==> config.mk <==
export PLATFORM = sky130hd
export DESIGN_NAME = fetch_ctrl_flat
export DESIGN_NICKNAME = d
export VERILOG_FILES = /design/src/rtl/fetch_ctrl_if.sv /design/src/rtl/fetch_ctrl.sv /design/src/flat_wrapper.sv
export SDC_FILE = /design/constraint.sdc
export NUM_CORES = 1
export LEC_CHECK = 0
export CORE_UTILIZATION = 45
export DETAILED_ROUTE_END_ITERATION = 8
export GPL_TIMING_DRIVEN = 0
export PLACE_DENSITY = 0.76
export SYNTH_ARGS = -nofsm -noshare
export SYNTH_HDL_FRONTEND = slang
export SYNTH_SLANG_ARGS = --single-unit
export TNS_END_PERCENT = 50
==> constraint.sdc <==
create_clock -name clk -period 3.7 [get_ports clk]
set_clock_uncertainty 0.05 [all_clocks]
set_input_delay 0.74 -clock clk [delete_from_list [all_inputs] [get_ports clk]]
set_output_delay 0.74 -clock clk [all_outputs]
set_load 0.01 [all_outputs]
==> src/rtl/fetch_ctrl_if.sv <==
// Fetch-sequencer bus: ROM/decoder and execute-stage inputs, PC and status outputs.
interface fetch_ctrl_if;
  logic        start;
  logic [3:0]  opcode;
  logic        eq_flag;
  logic        lt_flag;
  logic [15:0] target_addr;
  logic        stall;
  logic [15:0] pc;
  logic        fetch_valid;
  logic        halted;
  logic        timeout;
  logic [15:0] instr_count;

  modport master (
    output start, opcode, eq_flag, lt_flag, target_addr, stall,
    input  pc, fetch_valid, halted, timeout, instr_count
  );

  modport slave (
    input  start, opcode, eq_flag, lt_flag, target_addr, stall,
    output pc, fetch_valid, halted, timeout, instr_count
  );
endinterface

==> src/rtl/fetch_ctrl.sv <==
// Instruction-fetch sequencer: owns the PC, retires one instruction per unstalled RUN cycle.
// Next PC is registered one cycle after the retiring edge; stall freezes pc, count and state.
module fetch_ctrl #(
  parameter logic [15:0] PC_RESET  = 16'h0000,
  parameter logic [15:0] MAX_INSTR = 16'd0
) (
  input  logic        clk,
  input  logic        reset,
  fetch_ctrl_if.slave bus
);
  localparam logic [3:0] JMP_OP  = 4'b0010;
  localparam logic [3:0] BNE_OP  = 4'b1010;
  localparam logic [3:0] BEQ_OP  = 4'b1011;
  localparam logic [3:0] BLT_OP  = 4'b1100;
  localparam logic [3:0] HALT_OP = 4'b1110;

  typedef enum logic [1:0] {S_IDLE, S_RUN, S_HALT} state_t;

  state_t      r_state, w_state_nxt;
  logic [15:0] r_pc, w_pc_nxt;
  logic [15:0] r_count, w_count_nxt;
  logic        r_halted, w_halted_nxt;
  logic        r_timeout, w_timeout_nxt;
  logic [15:0] w_pc_inc;
  logic [15:0] w_count_inc;
  logic        w_taken;
  logic        w_wdog;

  assign w_pc_inc    = r_pc + 16'd1;
  assign w_count_inc = (r_count == 16'hFFFF) ? r_count : r_count + 16'd1;
  assign w_wdog      = (MAX_INSTR != 16'd0) && (w_count_inc == MAX_INSTR);

  always_comb begin
    w_taken = 1'b0;
    case (bus.opcode)
      JMP_OP:  w_taken = 1'b1;
      BNE_OP:  w_taken = ~bus.eq_flag;
      BEQ_OP:  w_taken = bus.eq_flag;
      BLT_OP:  w_taken = bus.lt_flag;
      default: w_taken = 1'b0;
    endcase
  end

  always_comb begin
    w_state_nxt   = r_state;
    w_pc_nxt      = r_pc;
    w_count_nxt   = r_count;
    w_halted_nxt  = r_halted;
    w_timeout_nxt = r_timeout;
    case (r_state)
      S_IDLE: begin
        if (bus.start) w_state_nxt = S_RUN;
      end
      S_RUN: begin
        if (!bus.stall) begin
          w_count_nxt = w_count_inc;
          if (bus.opcode == HALT_OP) begin
            w_state_nxt  = S_HALT;
            w_halted_nxt = 1'b1;
          end else begin
            w_pc_nxt = w_taken ? bus.target_addr : w_pc_inc;
          end
          // Watchdog overrides a simultaneous HALT_OP only in the timeout flag.
          if (w_wdog) begin
            w_state_nxt   = S_HALT;
            w_halted_nxt  = 1'b1;
            w_timeout_nxt = 1'b1;
          end
        end
      end
      S_HALT: begin
        if (bus.start) begin
          w_state_nxt   = S_RUN;
          w_pc_nxt      = PC_RESET;
          w_count_nxt   = 16'd0;
          w_halted_nxt  = 1'b0;
          w_timeout_nxt = 1'b0;
        end
      end
      default: w_state_nxt = S_IDLE;
    endcase
  end

  always_ff @(posedge clk) begin
    if (reset) begin
      r_state   <= S_IDLE;
      r_pc      <= PC_RESET;
      r_count   <= 16'd0;
      r_halted  <= 1'b0;
      r_timeout <= 1'b0;
    end else begin
      r_state   <= w_state_nxt;
      r_pc      <= w_pc_nxt;
      r_count   <= w_count_nxt;
      r_halted  <= w_halted_nxt;
      r_timeout <= w_timeout_nxt;
    end
  end

  assign bus.pc          = r_pc;
  assign bus.fetch_valid = (r_state == S_RUN) && !bus.stall;
  assign bus.halted      = r_halted;
  assign bus.timeout     = r_timeout;
  assign bus.instr_count = r_count;
endmodule
==> src/flat_wrapper.sv <==
// flat-port wrapper written by rule: the top's interface ports become plain ports
module fetch_ctrl_flat 
#(
  parameter logic [15:0] PC_RESET  = 16'h0000,
  parameter logic [15:0] MAX_INSTR = 16'd0
)
  (clk, reset, bus_start, bus_opcode, bus_eq_flag, bus_lt_flag, bus_target_addr, bus_stall, bus_pc, bus_fetch_valid, bus_halted, bus_timeout, bus_instr_count);
  fetch_ctrl_if bus_i ();
  input  logic clk;
  input  logic reset;
  input wire logic [$bits(bus_i.start)-1:0] bus_start;
  input wire logic [$bits(bus_i.opcode)-1:0] bus_opcode;
  input wire logic [$bits(bus_i.eq_flag)-1:0] bus_eq_flag;
  input wire logic [$bits(bus_i.lt_flag)-1:0] bus_lt_flag;
  input wire logic [$bits(bus_i.target_addr)-1:0] bus_target_addr;
  input wire logic [$bits(bus_i.stall)-1:0] bus_stall;
  output wire logic [$bits(bus_i.pc)-1:0] bus_pc;
  output wire logic [$bits(bus_i.fetch_valid)-1:0] bus_fetch_valid;
  output wire logic [$bits(bus_i.halted)-1:0] bus_halted;
  output wire logic [$bits(bus_i.timeout)-1:0] bus_timeout;
  output wire logic [$bits(bus_i.instr_count)-1:0] bus_instr_count;
  assign bus_i.start = bus_start;
  assign bus_i.opcode = bus_opcode;
  assign bus_i.eq_flag = bus_eq_flag;
  assign bus_i.lt_flag = bus_lt_flag;
  assign bus_i.target_addr = bus_target_addr;
  assign bus_i.stall = bus_stall;
  assign bus_pc = bus_i.pc;
  assign bus_fetch_valid = bus_i.fetch_valid;
  assign bus_halted = bus_i.halted;
  assign bus_timeout = bus_i.timeout;
  assign bus_instr_count = bus_i.instr_count;
  fetch_ctrl #(.PC_RESET(PC_RESET), .MAX_INSTR(MAX_INSTR)) u_core (.clk(clk), .reset(reset), .bus(bus_i));
endmodule
==> impl_metrics.json <==
{
  "drc": 0,
  "min_period_ns": 3.106,
  "crit_required_ns": 2.91,
  "clockBufferDepth": 2,
  "yosysMostFrequentCell": "dfxtp_1",
  "rows": 24,
  "max_cap_viol_count": 0,
  "synth_edf_count": 0,
  "cpMostUsedCell": "clkdlybuf4s50_1",
  "area_growth_syn_to_layout_pct": 36.22,
  "synth_compound_area_share_pct": 26.78,
  "fp.dieW_um": 70.43,
  "vias": 2296,
  "ys.flop_type": "dfxtp_1",
  "fin_crit_sh_pct": 83.94,
  "hold_path_startpoint": "u_core.bus.pc[7]",
  "crit_chain": "clkdlybuf4s50_1 -> or3b_1 -> buf_2 -> inv_2 -> clkdlybuf4s50_1",
  "grt_max_degree": 12,
  "ctsHoldBuffers": 0,
  "syn_inst": 272,
  "timing_worst_slew_pin_value_ns": 0.6342,
  "synth_warnings": 0,
  "slowest_delay_ns": 0.53,
  "yosysTopAreaCellShare_pct": 33.25,
  "io_pins": 61,
  "ys_async_sr_fraction_pct": 0,
  "post-route-util_pct": 65.02,
  "fin_tns_setup_ns": 0,
  "end_kind": "output pin",
  "grtUsageTotal_pct": 23.96,
  "final_area_um2": 2870,
  "drive_gt1_share_pct": 6.805,
  "finalPower_uw": 874.6,
  "yosys.area.top_type": "dfxtp_1",
  "hold_class": "flop to flop",
  "grt_pass1_vias": 2045,
  "antenna_found_initial": 0,
  "gp_congestion": 0.8774,
  "synth_nets": 300,
  "numCtsBuffers": 5,
  "setup_ws_ns": 0.5943,
  "r2r_start": "u_core.r_state[0]",
  "max_freq_mhz": 322.0,
  "relSlewSlack_pct": 57.37,
  "finalSetupViolCount": 0,
  "status": "complete, no violations",
  "start_kind": "input pin",
  "clkLatencyLatePin_ns": 0.30,
  "synth-xor-area-share_pct": 0,
  "grt_overflow_total": 0,
  "clkTransAtPathRegs_ns": 0.08,
  "multiInputGateArea_um2": 1277,
  "synth.distinct_cells": 50,
  "met3_length_um": 298,
  "drt-vias-per-instance": 5.887,
  "ys_seq_area_share_pct": 33.25,
  "root_buffer": "clkbuf_8",
  "cp-startpoint": "bus_stall",
  "synth_fa_ha_area_share_pct": 1.188,
  "ys_ff_latch": 35,
  "coreArea_um2": 4414,
  "postPlaceCellArea_um2": 2753,
  "finalNetCount": 365,
  "power_leakage_nw": 1.043,
  "synth_mux_area_share_pct": 5.226,
  "yosys-top-cells-area": "dfxtp_1 33%, mux2i_1 5.2%, a31oi_1 4.5%",
  "grt_pass1_wl_um": 9577,
  "port_buffers": 58,
  "synthSimpleGateAreaFrac_pct": 27.26,
  "h-tree-depth": 2,
  "crit_arrival_ns": 2.32,
  "fillCellCount": 414,
  "die_y_um": 70.43,
  "first_pass_iters": 4,
  "rsz0062_at_grt": "no",
  "synth_area_per_cell_um2": 7.746,
  "drtIter0Drc": 152,
  "cts_setup_buffers": 0,
  "ant_nets": 0,
  "worst-setup-path-type": "input pin to output pin",
  "final_hold_viol_count": 0,
  "drv_slew": 0,
  "wl_per_cell_um": 14.94,
  "post-place-ws_ns": 0.5958,
  "diodes": 0,
  "pwr_density_cell_nw_per_um2": 304.7,
  "die-area_um2": 4960,
  "met2_length_um": 2762,
  "slowest_stage": "clkdlybuf4s50_1",
  "highest_layer": "met4",
  "cts_sinks": 35,
  "dp_hpwl_um": 4242,
  "cts_resized": 0,
  "wirelength_um": 5828,
  "netlist_area_um2": 2107,
  "met1Wirelength_um": 2718,
  "cts_tree": "done",
  "synthTopCellsByCount": "35 x dfxtp_1, 24 x nand2_1, 21 x nor2_1",
  "ir_drop_mv": 0.1697,
  "seq_area_um2": 700.7,
  "start_util_pct": 47.73,
  "cp_max_fo": 7,
  "synth_top_family_by_area": "simple AND/OR/NAND/NOR gates"
}
-- path summary, 6_finish.rpt --
check        cells past startpoint  slack (ns)           endpoint
min reg2reg                      2        0.44   u_core.bus.pc[7]
max reg2reg                      8        1.52  u_core.bus.pc[12]
max                              5        0.59    bus_fetch_valid
min                              2        0.44   u_core.bus.pc[7]
-- cell families (layout without fill, tap and decap cells) --
logic type / count (synthesis) / in the layout
buf+inv: 31 / 97
mux: 11 / 11
simple gates: 108 / 108
other cells: 1 / 1
flops: 35 / 35
fa+ha+maj: 2 / 2
compound gates: 84 / 84
-- through the flow --
| step | cells | hold slack, ns |
|---|---|---|
| after global routing | 390 | 0.4786 |
| after CTS | 390 | 0.4423 |
| after floorplan | 272 | 0.4402 |
| after global placement | 382 | 0.4169 |
| after detailed placement | 382 | 0.4222 |
| final | 390 | 0.4374 |
-- sequential cells by signal, indices dropped and copies added, names as in the netlist --
register and cells:
u_core.bus.halted 1, u_core.r_state 2, u_core.bus.instr_count 16, u_core.bus.pc 16
-- power breakdown --
part           total [mW]  internal, mW  switching (mW)
Sequential          0.390         0.382         0.00771
Combinational       0.118        0.0596          0.0580
Clock               0.367         0.218           0.149
-- placed cells by master (no fill, tap or decap), drive strengths merged, types with 3 or more instances in the layout --
cell type       n
nand4           8
and4            4
dfxtp          35
nand3          13
a311oi          5
nor2b           4
clkdlybuf4s50  58
nand2b          8
mux2i          11
nor2           21
clkbuf         15
o32ai           3
nor3            6
nor4            4
a21oi          12
buf             8
and3            4
o21ai          21
o22ai          12
o31ai           3
inv            14
nand2          24
a31oi          15
-- layer usage --
layer,track usage [%],up-vias
li1,-,1152
met1,30.45,1077
met2,40.32,62
met3,6.349,5
met4,5.333,0
met5,0,-
-- cell type report --
| class | count | share of cell area [%] |
|---|---|---|
| Inverter | 14 | 1.831 |
| Sequential cell | 35 | 24.41 |
| Buffer | 17 | 2.659 |
| Clock buffer | 6 | 2.877 |
| Clock inverter | 2 | 1.221 |
| Multi-Input combinational cell | 206 | 44.51 |
| Timing Repair Buffer | 58 | 20.23 |
| Tap cell | 52 | 2.267 |
-- critical path: cells and delay by family --
kind          cells  cell delay [ns]
buf+inv           4             1.22
simple gates      1             0.35
No activity file was read; power rests on OpenSTA's default activity.
